### src/rtl/branch_pkg.sv
// rtl/branch_pkg.sv - shared mode encodings, BHT counter type and helpers for branch resolution
package branch_pkg;

  // Branch/jump mode codes carried from decode; codes 11..15 are undefined and resolve as NONE
  typedef enum logic [3:0] {
    MODE_NONE = 4'd0,
    MODE_BEQ  = 4'd1,
    MODE_BNE  = 4'd2,
    MODE_BGEZ = 4'd3,
    MODE_BGTZ = 4'd4,
    MODE_BLEZ = 4'd5,
    MODE_BLTZ = 4'd6,
    MODE_BC1T = 4'd7,
    MODE_BC1F = 4'd8,
    MODE_J    = 4'd9,
    MODE_JR   = 4'd10
  } BranchModes;

  // Branch-and-link flavours; only BGEZ/BLTZ have an AL form
  typedef enum logic [1:0] {
    LINK_NONE   = 2'd0,
    LINK_BGEZAL = 2'd1,
    LINK_BLTZAL = 2'd2
  } LinkBranchModes;

  typedef logic [1:0] bht_ctr_t;

  // Weakly not-taken
  localparam bht_ctr_t BHT_INIT = 2'b01;

  // Flag- or FP-condition driven branches; these are the only modes that train the BHT
  function automatic logic is_conditional(BranchModes m);
    return (m >= MODE_BEQ) && (m <= MODE_BC1F);
  endfunction

endpackage

### src/rtl/branch_history_table.sv
// rtl/branch_history_table.sv - 2-bit saturating branch history table with one lookup and one update port
module branch_history_table
  import branch_pkg::*;
#(
  parameter int DEPTH = 16,
  parameter int XLEN  = 32
) (
  input  logic            clk,
  input  logic            rst,
  input  logic [XLEN-1:0] lookup_pc,
  output logic            lookup_taken,
  input  logic            upd_en,
  input  logic [XLEN-1:0] upd_pc,
  input  logic            upd_taken
);

  localparam int IW = $clog2(DEPTH);

  bht_ctr_t       bht_q [DEPTH];
  logic [IW-1:0]  rd_idx;
  logic [IW-1:0]  wr_idx;
  bht_ctr_t       upd_cur;
  bht_ctr_t       upd_d;
  logic           unused_pc_bits;

  // Word-aligned instruction addresses: drop the byte offset, keep the low index bits
  assign rd_idx = lookup_pc[IW+1:2];
  assign wr_idx = upd_pc[IW+1:2];
  assign unused_pc_bits = ^{lookup_pc[XLEN-1:IW+2], lookup_pc[1:0],
                            upd_pc[XLEN-1:IW+2], upd_pc[1:0]};

  // Read straight from the array, so a same-cycle update is not visible until the next cycle
  assign lookup_taken = bht_q[rd_idx][1];

  // Saturating step of the counter being trained
  always_comb begin
    upd_cur = bht_q[wr_idx];
    upd_d   = upd_cur;
    if (upd_taken) begin
      if (upd_cur != 2'b11) upd_d = upd_cur + 2'd1;
    end else begin
      if (upd_cur != 2'b00) upd_d = upd_cur - 2'd1;
    end
  end

  // Table storage: reinitialised on reset, one entry written per trained branch
  always_ff @(posedge clk) begin
    if (rst) begin
      for (int i = 0; i < DEPTH; i++) bht_q[i] <= BHT_INIT;
    end else if (upd_en) begin
      bht_q[wr_idx] <= upd_d;
    end
  end

endmodule

### src/rtl/branch_resolve_unit.sv
// rtl/branch_resolve_unit.sv - branch/jump resolver with registered result, link write-back and BHT training
module branch_resolve_unit
  import branch_pkg::*;
#(
  parameter int XLEN      = 32,
  parameter int BHT_DEPTH = 16,
  parameter int LINK_REG  = 31
) (
  input  logic            clk,
  input  logic            rst,
  input  logic            in_valid,
  output logic            in_ready,
  input  logic [3:0]      mode,
  input  logic            link,
  input  logic [XLEN-1:0] pc,
  input  logic [15:0]     offset,
  input  logic [25:0]     jump_target,
  input  logic [XLEN-1:0] jr_addr,
  input  logic            result_zero,
  input  logic            result_negative,
  input  logic            result_positive,
  input  logic            cp1_cond,
  input  logic            predicted_taken,
  input  logic [XLEN-1:0] lookup_pc,
  output logic            lookup_taken,
  output logic            out_valid,
  input  logic            out_ready,
  output logic            taken,
  output logic            redirect,
  output logic [XLEN-1:0] branch_to,
  output logic            link_we,
  output logic [4:0]      link_addr,
  output logic [XLEN-1:0] link_data
);

  BranchModes      mode_e;
  LinkBranchModes  link_kind;
  logic            accept;
  logic            cond_d;
  logic            redirect_d;
  logic [XLEN-1:0] pc_plus4;
  logic [XLEN-1:0] pc_plus8;
  logic [XLEN-1:0] br_target;
  logic [XLEN-1:0] j_target;
  logic [XLEN-1:0] jr_target;
  logic [XLEN-1:0] branch_to_d;

  logic            valid_q;
  logic            taken_q;
  logic            redirect_q;
  logic            link_we_q;
  logic [XLEN-1:0] branch_to_q;
  logic [XLEN-1:0] link_data_q;

  assign mode_e = BranchModes'(mode);

  // One-entry output buffer: a new request may enter as the held result leaves
  assign in_ready = !valid_q || out_ready;
  assign accept   = in_valid && in_ready;

  assign pc_plus4  = pc + XLEN'(4);
  assign pc_plus8  = pc + XLEN'(8);
  assign br_target = pc_plus4 + {{(XLEN-18){offset[15]}}, offset, 2'b00};
  assign j_target  = {pc_plus4[XLEN-1:28], jump_target, 2'b00};
  assign jr_target = jr_addr & ~(XLEN'(3));

  // Branch condition from ALU flags / FP condition; jumps always taken, unknown codes never
  always_comb begin
    cond_d = 1'b0;
    case (mode_e)
      MODE_BEQ:  cond_d = result_zero;
      MODE_BNE:  cond_d = !result_zero;
      MODE_BGEZ: cond_d = result_zero || result_positive;
      MODE_BGTZ: cond_d = result_positive;
      MODE_BLEZ: cond_d = result_zero || result_negative;
      MODE_BLTZ: cond_d = result_negative;
      MODE_BC1T: cond_d = cp1_cond;
      MODE_BC1F: cond_d = !cp1_cond;
      MODE_J:    cond_d = 1'b1;
      MODE_JR:   cond_d = 1'b1;
      default:   cond_d = 1'b0;
    endcase
  end

  // Resolved target and mispredict; jumps are never predicted by the front end so they always redirect
  always_comb begin
    redirect_d  = 1'b0;
    branch_to_d = pc_plus8;
    case (mode_e)
      MODE_J: begin
        redirect_d  = 1'b1;
        branch_to_d = j_target;
      end
      MODE_JR: begin
        redirect_d  = 1'b1;
        branch_to_d = jr_target;
      end
      default: begin
        if (is_conditional(mode_e)) begin
          redirect_d = cond_d != predicted_taken;
          if (cond_d) branch_to_d = br_target;
        end
      end
    endcase
  end

  // AL variants link unconditionally, whether or not the branch is taken
  always_comb begin
    link_kind = LINK_NONE;
    if (link && (mode_e == MODE_BGEZ)) link_kind = LINK_BGEZAL;
    if (link && (mode_e == MODE_BLTZ)) link_kind = LINK_BLTZAL;
  end

  // Output register: load on accept, clear valid once the consumer takes it
  always_ff @(posedge clk) begin
    if (rst) begin
      valid_q     <= 1'b0;
      taken_q     <= 1'b0;
      redirect_q  <= 1'b0;
      link_we_q   <= 1'b0;
      branch_to_q <= '0;
      link_data_q <= '0;
    end else if (accept) begin
      valid_q     <= 1'b1;
      taken_q     <= cond_d;
      redirect_q  <= redirect_d;
      link_we_q   <= link_kind != LINK_NONE;
      branch_to_q <= branch_to_d;
      link_data_q <= pc_plus8;
    end else if (out_ready) begin
      valid_q     <= 1'b0;
    end
  end

  assign out_valid = valid_q;
  assign taken     = taken_q;
  assign redirect  = redirect_q;
  assign link_we   = link_we_q;
  assign branch_to = branch_to_q;
  assign link_data = link_data_q;
  assign link_addr = 5'(LINK_REG);

  branch_history_table #(
    .DEPTH (BHT_DEPTH),
    .XLEN  (XLEN)
  ) u_bht (
    .clk          (clk),
    .rst          (rst),
    .lookup_pc    (lookup_pc),
    .lookup_taken (lookup_taken),
    .upd_en       (accept && is_conditional(mode_e)),
    .upd_pc       (pc),
    .upd_taken    (cond_d)
  );

endmodule

### config.mk
export PLATFORM = sky130hd
export DESIGN_NAME = branch_resolve_unit
export DESIGN_NICKNAME = d
export VERILOG_FILES = /design/src/rtl/branch_pkg.sv /design/src/rtl/branch_history_table.sv /design/src/rtl/branch_resolve_unit.sv
export SDC_FILE = /design/constraint.sdc
export NUM_CORES = 1
export LEC_CHECK = 0
export BUFFER_PORTS_ARGS = -buffer_cell sky130_fd_sc_hd__buf_2
export CORE_ASPECT_RATIO = 1.75
export CORE_UTILIZATION = 50
export DETAILED_ROUTE_END_ITERATION = 8
export MAX_ROUTING_LAYER = met4
export PLACE_DENSITY = 0.78
export SLEW_MARGIN = 20
export SYNTH_ARGS = -nofsm -noshare
export SYNTH_HDL_FRONTEND = slang
export SYNTH_HIERARCHICAL = 1
export SYNTH_SLANG_ARGS = --single-unit
### constraint.sdc
create_clock -name clk -period 9.35 [get_ports clk]
set_input_delay 0.935 -clock clk [delete_from_list [all_inputs] [get_ports clk]]
set_output_delay 0.935 -clock clk [all_outputs]
set_load 0.01 [all_outputs]
Word-level counts from Yosys, hierarchy flattened:

Memory sizes are Yosys's and may differ from the RTL's.
Index checks and enable logic that the tools add are counted.

* register bits: 68
* RAM bits: 32
* bits of input ports: 152
* output and inout bits: 75
* word-level logic and storage cells: 63
* memories: 1

* $add $sub $neg: 5
* magnitude comparators: 2
* eq/ne operators: 12
* mux-type cells: 21
* reduce and logical (&&, ||, !) cells: 16

Memories
* u_bht.bht_q: depth 16, bits a word 2, read ports 2, clocked after Yosys merged registers in 0, write ports 16, RTL line branch_history_table.sv:19 `bht_ctr_t bht_q [DEPTH];`

Operators by type and width (count)
* 32-bit 2-to-1 mux: 2
* 32-bit case mux with 2 select lines: 1
* 32-bit by 3-bit adder with 32-bit output, second input constant: 1
* 32-bit adder: 1
* 32-bit by 4-bit adder with 32-bit output, second input constant: 1
* 4-bit by 3-bit == test with 1-bit output, second input constant: 4
* 4-bit == test, second input constant: 3
* 1-bit 2-to-1 mux: 11
* 2-bit 2-to-1 mux: 5
* 1-bit case mux with 9 select lines: 1
* 4-bit by 2-bit == test with 1-bit output, second input constant: 2
* 2-bit nonzero test: 3
* 1-bit logical AND: 5
* 4-bit by 1-bit == test with 1-bit output, second input constant: 1
* 4-bit by 1-bit >= comparator with 1-bit output, second input constant: 1
* 4-bit less-or-equal comparator, second input constant: 1
* 4-bit 2-to-1 mux: 1
* 2-bit OR reduction: 2
* 1-bit zero test: 3
* 1-bit logical OR: 3
* 2-bit by 1-bit adder with 2-bit output, second input constant: 1
* 2-bit inequality test, second input constant: 1
* 2-bit by 1-bit subtractor with 2-bit output, second input constant: 1
* 1-bit inequality test: 1

Longest topological paths before layout:

Gate-level depths: netlist (run 1).

* word-level depth: 9
* depth in mapped cells: 16
* depth with buffers taken out: 16

By module:

The synthesis (run 1) kept the hierarchy.

Modules (own cells, without submodules)
* branch_resolve_unit: instances 1, cells an instance 768, area an instance 5785.5 sq um, seq. area each 1361.3 sq um
* branch_history_table: instances 1, cells an instance 147, area an instance 1823.0 sq um, seq. area each 960.9 sq um

Least setup slack after synthesis (run 1):

Ideal clock, no wire load.

* path type: input port to flip-flop
* start: input pc[5]
* end: register branch_to_q[28] (netlist: branch_to[28])
* setup time: 0.130 ns
* data arrival time: 4.202 ns
* data required time: 9.220 ns
* setup slack: 5.019 ns
* stages on the path: 14
* path buffers: 1
* cells stage by stage: buf_2 -> and4_1 -> nand4_1 -> nor3_1 -> xor2_1 -> ha_1 -> and3_1 -> and2_1 -> a221o_1 -> or4b_1 -> and2_4 -> a41o_1 -> o2111ai_1 -> o211ai_1

* word-level cells in the longest chain between the ends: 5
* elaborated cells on any way between the ends: 6
* those cells by class: add/sub: 3; mux: 3

Ends and longest elaborated chain
* from (decl): RTL line branch_resolve_unit.sv:15 `input logic [XLEN-1:0] pc,`
* 32-bit by 3-bit adder with 32-bit output: RTL line branch_resolve_unit.sv:61 `assign pc_plus4 = pc + XLEN'(4);`
* 32-bit adder: RTL line branch_resolve_unit.sv:63 `assign br_target = pc_plus4 + {{(XLEN-18){offset[15]}}, offset, 2'b00};`
* 32-bit 2-to-1 mux: RTL line branch_resolve_unit.sv:101 `if (cond_d) branch_to_d = br_target;`
* 32-bit 2-to-1 mux: RTL line branch_resolve_unit.sv:99 `if (is_conditional(mode_e)) begin`
* 32-bit case mux with 2 select lines (*): RTL line branch_resolve_unit.sv:89 `case (mode_e)`
* to (signal assigned): RTL line branch_resolve_unit.sv:128 `branch_to_q <= branch_to_d;`
* to (decl): RTL line branch_resolve_unit.sv:52 `logic [XLEN-1:0] branch_to_q;`

Mark *: on every way between the ends. The rest lies on a longest branch, timed or not.
A chain may end at the register's enable or synchronous reset.

Worst setup path in the final report (run 1):

* start: input pc[3]
* end: register branch_to_q[28] (netlist: branch_to[28])

Same word-level chain as after synthesis.

==> flow_summary.json, run 1 <==
{
  "status": "completed",
  "ios": 227,
  "leakage_uw": 0.003619,
  "max_stage_delay_ps": 560,
  "die_y_um": 165.2,
  "grt-ovfl-total": 0,
  "yosysUniqueCellTypes": 85,
  "row_count": 59,
  "finalCritPeriodShare_pct": 52.84,
  "ys_seq_elements": 100,
  "grt_pass1_vias": 7056,
  "tns_ps": 0,
  "root_buffer": "clkbuf_16",
  "final_common_cell": "buf_2",
  "worstSetupPathType": "in -> reg",
  "fin_skew_ps": 11.38,
  "fin_crit_ps": 4941,
  "p_clk_share_pct": 30.0,
  "power_density_mw_per_mm2": 139.2,
  "antenna_found_initial": 0,
  "clkLatencyLatePin_ps": 360,
  "syn_area_mm2": 0.007609,
  "multi_input_area_mm2": 0.004937,
  "syn_avg_cell_area_um2": 8.315,
  "port_buffers": 191,
  "hold_viol_final": 0,
  "hpwlAfterDp_mm": 19.66,
  "drc_errors": 0,
  "cp-start-kind": "input pin",
  "fin_nets": 1242,
  "drive_gt1_share_pct": 23.73,
  "grt_max_degree": 98,
  "drtIter0Drc": 427,
  "synthCells": 915,
  "path_max_fanout": 21,
  "wl_per_cell_um": 20.98,
  "die_w_um": 95.25,
  "yosysSeqAreaShare_pct": 30.52,
  "synth_ff_type": "dfxtp_1",
  "slowest_stage": "or4b_1",
  "place_congestion": 1.027,
  "via_per_inst": 6.198,
  "rsz0062_at_grt": "no",
  "hold_class": "reg -> reg",
  "wirelength_mm": 26.12,
  "cts_buffers": 9,
  "worstPathRequired_ps": 9580,
  "clock_tree.buffer_depth": 2,
  "dr.pass1.iters": 8,
  "initial_core_util_pct": 51.28,
  "post_cts_buffers": 0,
  "p_comb_share_pct": 30.4,
  "fmax_ghz": 0.2024,
  "seqPwrFrac_pct": 39.6,
  "mostFrequentLayoutCells": "buf_2 (191), nor2_1 (123), nand2_1 (91)",
  "clock-sinks": 100,
  "tightestPinTransition_ps": 1002,
  "fill_cells": 1382,
  "final-max-slew-violation-count": 0,
  "cap_violations": 0,
  "cts_hold_buf": 0,
  "ys_warn_count": 6,
  "async_reset_ff_share_pct": 0,
  "dieArea_mm2": 0.01573,
  "regArea_mm2": 0.002322,
  "p_switching_uw": 427.3,
  "crit_top_cell": "ha_1",
  "postCtsResizedCells": 0,
  "vias": 7716,
  "synth_edf_count": 32,
  "num_antenna_cells": 0,
  "grt_usage_pct": 34.35,
  "ir_worst_vdd_mv": 0.1235,
  "grt_first_pass_wirelength_mm": 38.44,
  "relSlewSlack_pct": 33.18,
  "r2r_slack_ps": 7020,
  "switching_share_pct": 34.69,
  "path_cells": "buf_2, ha_1, nand4_2, nor4_4, nand3_1, xnor2_1, ha_1, and2_2, or4_1, or4b_1, and2_4, a41o_1, o2111ai_1, o211ai_1",
  "cts_tree": "yes",
  "clk_pin_slew_ps": 80,
  "cts_max_level": 3,
  "core_region_area_mm2": 0.01484,
  "setup_viol": 0,
  "end_kind": "flip-flop",
  "p_int_uw": 804.4,
  "worst_ep_arrival_time_ps": 5170,
  "power_uw": 1232,
  "ant_nets": 0,
  "syn2layout_area_growth_pct": 16.26
}
## through the flow
step	utilization (%)	cell area (um2)	setup slack (ps)	hold WS, ps	cells
global route	59.62	8846	4136	483.6	1245
finish	59.62	8846	4409	453.2	1245
global placement	57.69	8559	4171	440.4	1229
floorplan	-	7624	5019	476.1	919
CTS	59.58	8841	4489	455.4	1245
detailed placement	57.69	8559	4140	444.8	1229
## layer usage
layer,GRT usage [%],vias to the layer above,part of all wire [%]
li1,-,3647,-
met1,33.90,3561,33
met2,56.40,389,50
met3,8.196,119,7.8
met4,28.03,0,9.2
met5,-,-,0
## critical path, delay by kind of cell
family,cells,cell delay (ps)
buf+inv,1,400
compound gates,3,540
xor+xnor,1,240
simple gates,7,2300
fa+ha+maj,2,740
## power groups by stage
stage	clock (uW)	sequential (uW)	combinational, uW
final	369	488	374
after global routing	390	492	405
after CTS	374	488	367
after detailed placement	0	498	365
after global placement	0	497	361
after floorplan	0	509	227
## worst paths after layout
kind                      from                 to  cells after the start
hold / removal    link_data[2]       link_data[2]                      2
setup reg to reg     out_valid  u_bht/bht_q[2][0]                      8
hold reg to reg   link_data[2]       link_data[2]                      2
setup / recovery         pc[3]      branch_to[28]                     14
## synthesized netlist by cell type (12+ instances only)
master	count	area share, %
xnor2_1	51	5.9
o21ai_0	29	1.9
a221oi_1	26	3.0
clkbuf_1	40	2.0
nand3_1	43	2.8
ha_1	32	5.3
nand4_1	19	1.6
edfxtp_1	32	13
nor3_1	25	1.6
nand2b_1	19	1.6
nand2_1	91	4.5
inv_1	15	0.74
xor2_1	26	3.0
a211oi_1	48	4.7
buf_2	12	0.79
a21oi_1	41	2.7
o211ai_1	15	1.5
nor2_1	123	6.1
dfxtp_1	68	18
## state kept, by name, indices dropped and copies added (netlist names)
name / cells
redirect: 1
branch_to: 32
link_data: 32
u_bht/bht_q: 32
out_valid: 1
taken: 1
link_we: 1
## cell type report
class | instances | area share [%]
clock buffer | 10 | 2.588
clock inverter | 6 | 0.5941
inverter | 16 | 0.6789
multi-input combinational | 731 | 55.81
sequential | 100 | 26.25
tap | 183 | 2.588
timing repair buffer | 199 | 11.49
## cells by family after synthesis
logic type      synth area share [%]
fa+ha+maj                      5.887
flops                          30.52
mux                            4.506
xor+xnor                       8.864
compound gates                 21.03
other cells                  0.04929
buf+inv                        5.279
simple gates                   23.86
(Power assumes the default switching activity.)
==> run 2, diff against run 1 <==
Settings changed: CORE_UTILIZATION 50 to 48.
Clock period 9.35 ns to 4.1 ns, I/O delays scaled along.
==> run 2 against run 1 <==
- utilization decreased by 1.1 points
- sequential cell count stayed put
- highest routed layer unchanged
- worst hold slack got worse by 150 ps
- count of clock-buffer cells in the layout is 1 lower
- combinational power rose by 130%
- critical endpoint unchanged
- global-route usage fell by 2.5 points
==> flow_summary.json, run 2 (synthesis results as in run 1) <==
{
  "clk_pin_slew_ps": 80,
  "initial_core_util_pct": 49.20,
  "p_comb_share_pct": 30.5,
  "multi_input_area_mm2": 0.004932,
  "grt_max_degree": 60,
  "hold_viol_final": 0,
  "mostFrequentLayoutCells": "buf_2 (191), nor2_1 (123), nand2_1 (91)",
  "hold_class": "in -> reg",
  "drive_gt1_share_pct": 25.41,
  "drtIter0Drc": 400,
  "tightestPinTransition_ps": 980.9,
  "wirelength_mm": 25.72,
  "port_buffers": 191,
  "worst_ep_arrival_time_ps": 3940,
  "cts_hold_buf": 0,
  "seqPwrFrac_pct": 39.2,
  "worstReg2RegEnd": "u_bht/bht_q[10][0]",
  "wl_per_cell_um": 20.19,
  "startpoint": "pc[4]",
  "end_kind": "flip-flop",
  "clkLatencyLatePin_ps": 360,
  "root_buffer": "clkbuf_16",
  "hpwlAfterDp_mm": 20.32,
  "power_density_mw_per_mm2": 314.2,
  "path_max_fanout": 6,
  "regArea_mm2": 0.002322,
  "cts_max_level": 3,
  "die_y_um": 168.6,
  "grt_pass1_vias": 7371,
  "endpoint": "branch_to[28]",
  "ant_nets": 0,
  "cts_buffers": 9,
  "reg2reg_from": "out_valid",
  "fin_skew_ps": 9.801,
  "fill_cells": 1455,
  "grt_first_pass_wirelength_mm": 39.01,
  "postCtsResizedCells": 0,
  "final_common_cell": "buf_2",
  "worstPathRequired_ps": 4330,
  "grt_usage_pct": 31.81,
  "vias": 7843,
  "setup_viol": 0,
  "worstSetupPathType": "in -> reg",
  "status": "completed",
  "antenna_found_initial": 2,
  "final-max-slew-violation-count": 0,
  "dr.pass1.iters": 5,
  "switching_share_pct": 34.85,
  "r2r_slack_ps": 1940,
  "r2r_cells": 8,
  "die_w_um": 97.17,
  "dieArea_mm2": 0.01638,
  "syn2layout_area_growth_pct": 18.89,
  "place_congestion": 0.9926,
  "row_count": 60,
  "via_per_inst": 6.156,
  "post_cts_buffers": 0,
  "fmax_ghz": 0.2700,
  "grt-ovfl-total": 0,
  "p_clk_share_pct": 30.3,
  "clock_tree.buffer_depth": 2,
  "drc_errors": 0,
  "ir_worst_vdd_mv": 0.2010,
  "leakage_uw": 0.003742,
  "fin_crit_ps": 3703,
  "fin_nets": 1266,
  "relSlewSlack_pct": 34.37,
  "core_region_area_mm2": 0.01546,
  "ios": 227,
  "cap_violations": 0,
  "p_switching_uw": 990.4,
  "p_int_uw": 1852,
  "clock-sinks": 100,
  "cp-start-kind": "input pin",
  "cts_tree": "yes",
  "rsz0062_at_grt": "no",
  "tns_ps": 0,
  "finalCritPeriodShare_pct": 90.32,
  "holdWs_ps": 300.3
}
[run 2: cell count changes in the layout (fill, tap and decap cells not counted), sizes merged]
| cell | previous run | this run |
|---|---|---|
| inv | 21 | 19 |
| buf | 199 | 223 |
| diode | 0 | 2 |
| clkbuf | 10 | 9 |
| clkinv | 1 | 4 |
[run 2: layout make-up]
cell class                      count  area share (%)
Clock buffer                        9           2.490
Antenna cell                        2         0.05533
Multi-Input combinational cell    731           54.52
Inverter                           16          0.6639
Timing Repair Buffer              223           13.22
Tap cell                          186           2.573
Clock inverter                      7          0.8022
Sequential cell                   100           25.67
[run 2: worst min path at each step]
stage / start / end / slack [ps] / cells past startpoint
global route: pc[0] / link_data[0] / 310 / 3
global placement: link_data[2] / link_data[2] / 440 / 2
CTS: pc[0] / link_data[0] / 290 / 3
floorplan: branch_to[0] / branch_to[0] / 480 / 2
finish: pc[0] / link_data[0] / 300 / 3
detailed placement: branch_to[1] / branch_to[1] / 440 / 2
[run 2: worst max-delay path, stage by stage]
cell and delay [ps]:
buf_2 140, ha_1 280, nand4_2 210, nor4_4 370, nor2b_1 240, nand2_1 90
xnor2_1 140, ha_1 220, or4_1 550, or4b_1 570, and2_4 160, a41o_1 250
o2111ai_1 180, o211ai_1 110
[run 2: layer usage]
metal,vias to the layer above,share of wire [%],global-route usage (%)
li1,3706,-,-
met1,3627,35,31.01
met2,374,50,56.03
met3,136,5.3,3.964
met4,0,9.8,26.22
met5,-,0,-
[run 2: power by group through the flow]
stage | Clock, uW | Sequential [uW] | Combinational (uW)
final | 860 | 1110 | 868
after global routing | 900 | 1120 | 936
after CTS | 865 | 1110 | 859
after detailed placement | 0 | 1140 | 854
after global placement | 0 | 1130 | 844
after floorplan | 0 | 1160 | 517
[run 2: metrics by stage]
stage / total power (uW) / instance area, um2 / std cells / util [%] / worst slack (ps)
6_report: 2842 / 9046 / 1274 / 58.50 / 396.9
4_1_cts: 2838 / 9041 / 1272 / 58.46 / 429.6
3_3_place_gp: 1977 / 8743 / 1256 / 56.54 / 110.1
5_1_grt: 2957 / 9046 / 1274 / 58.50 / 155.4
3_5_place_dp: 1990 / 8743 / 1256 / 56.54 / 75.97
2_1_floorplan: 1677 / 7624 / 919 / - / 293.6
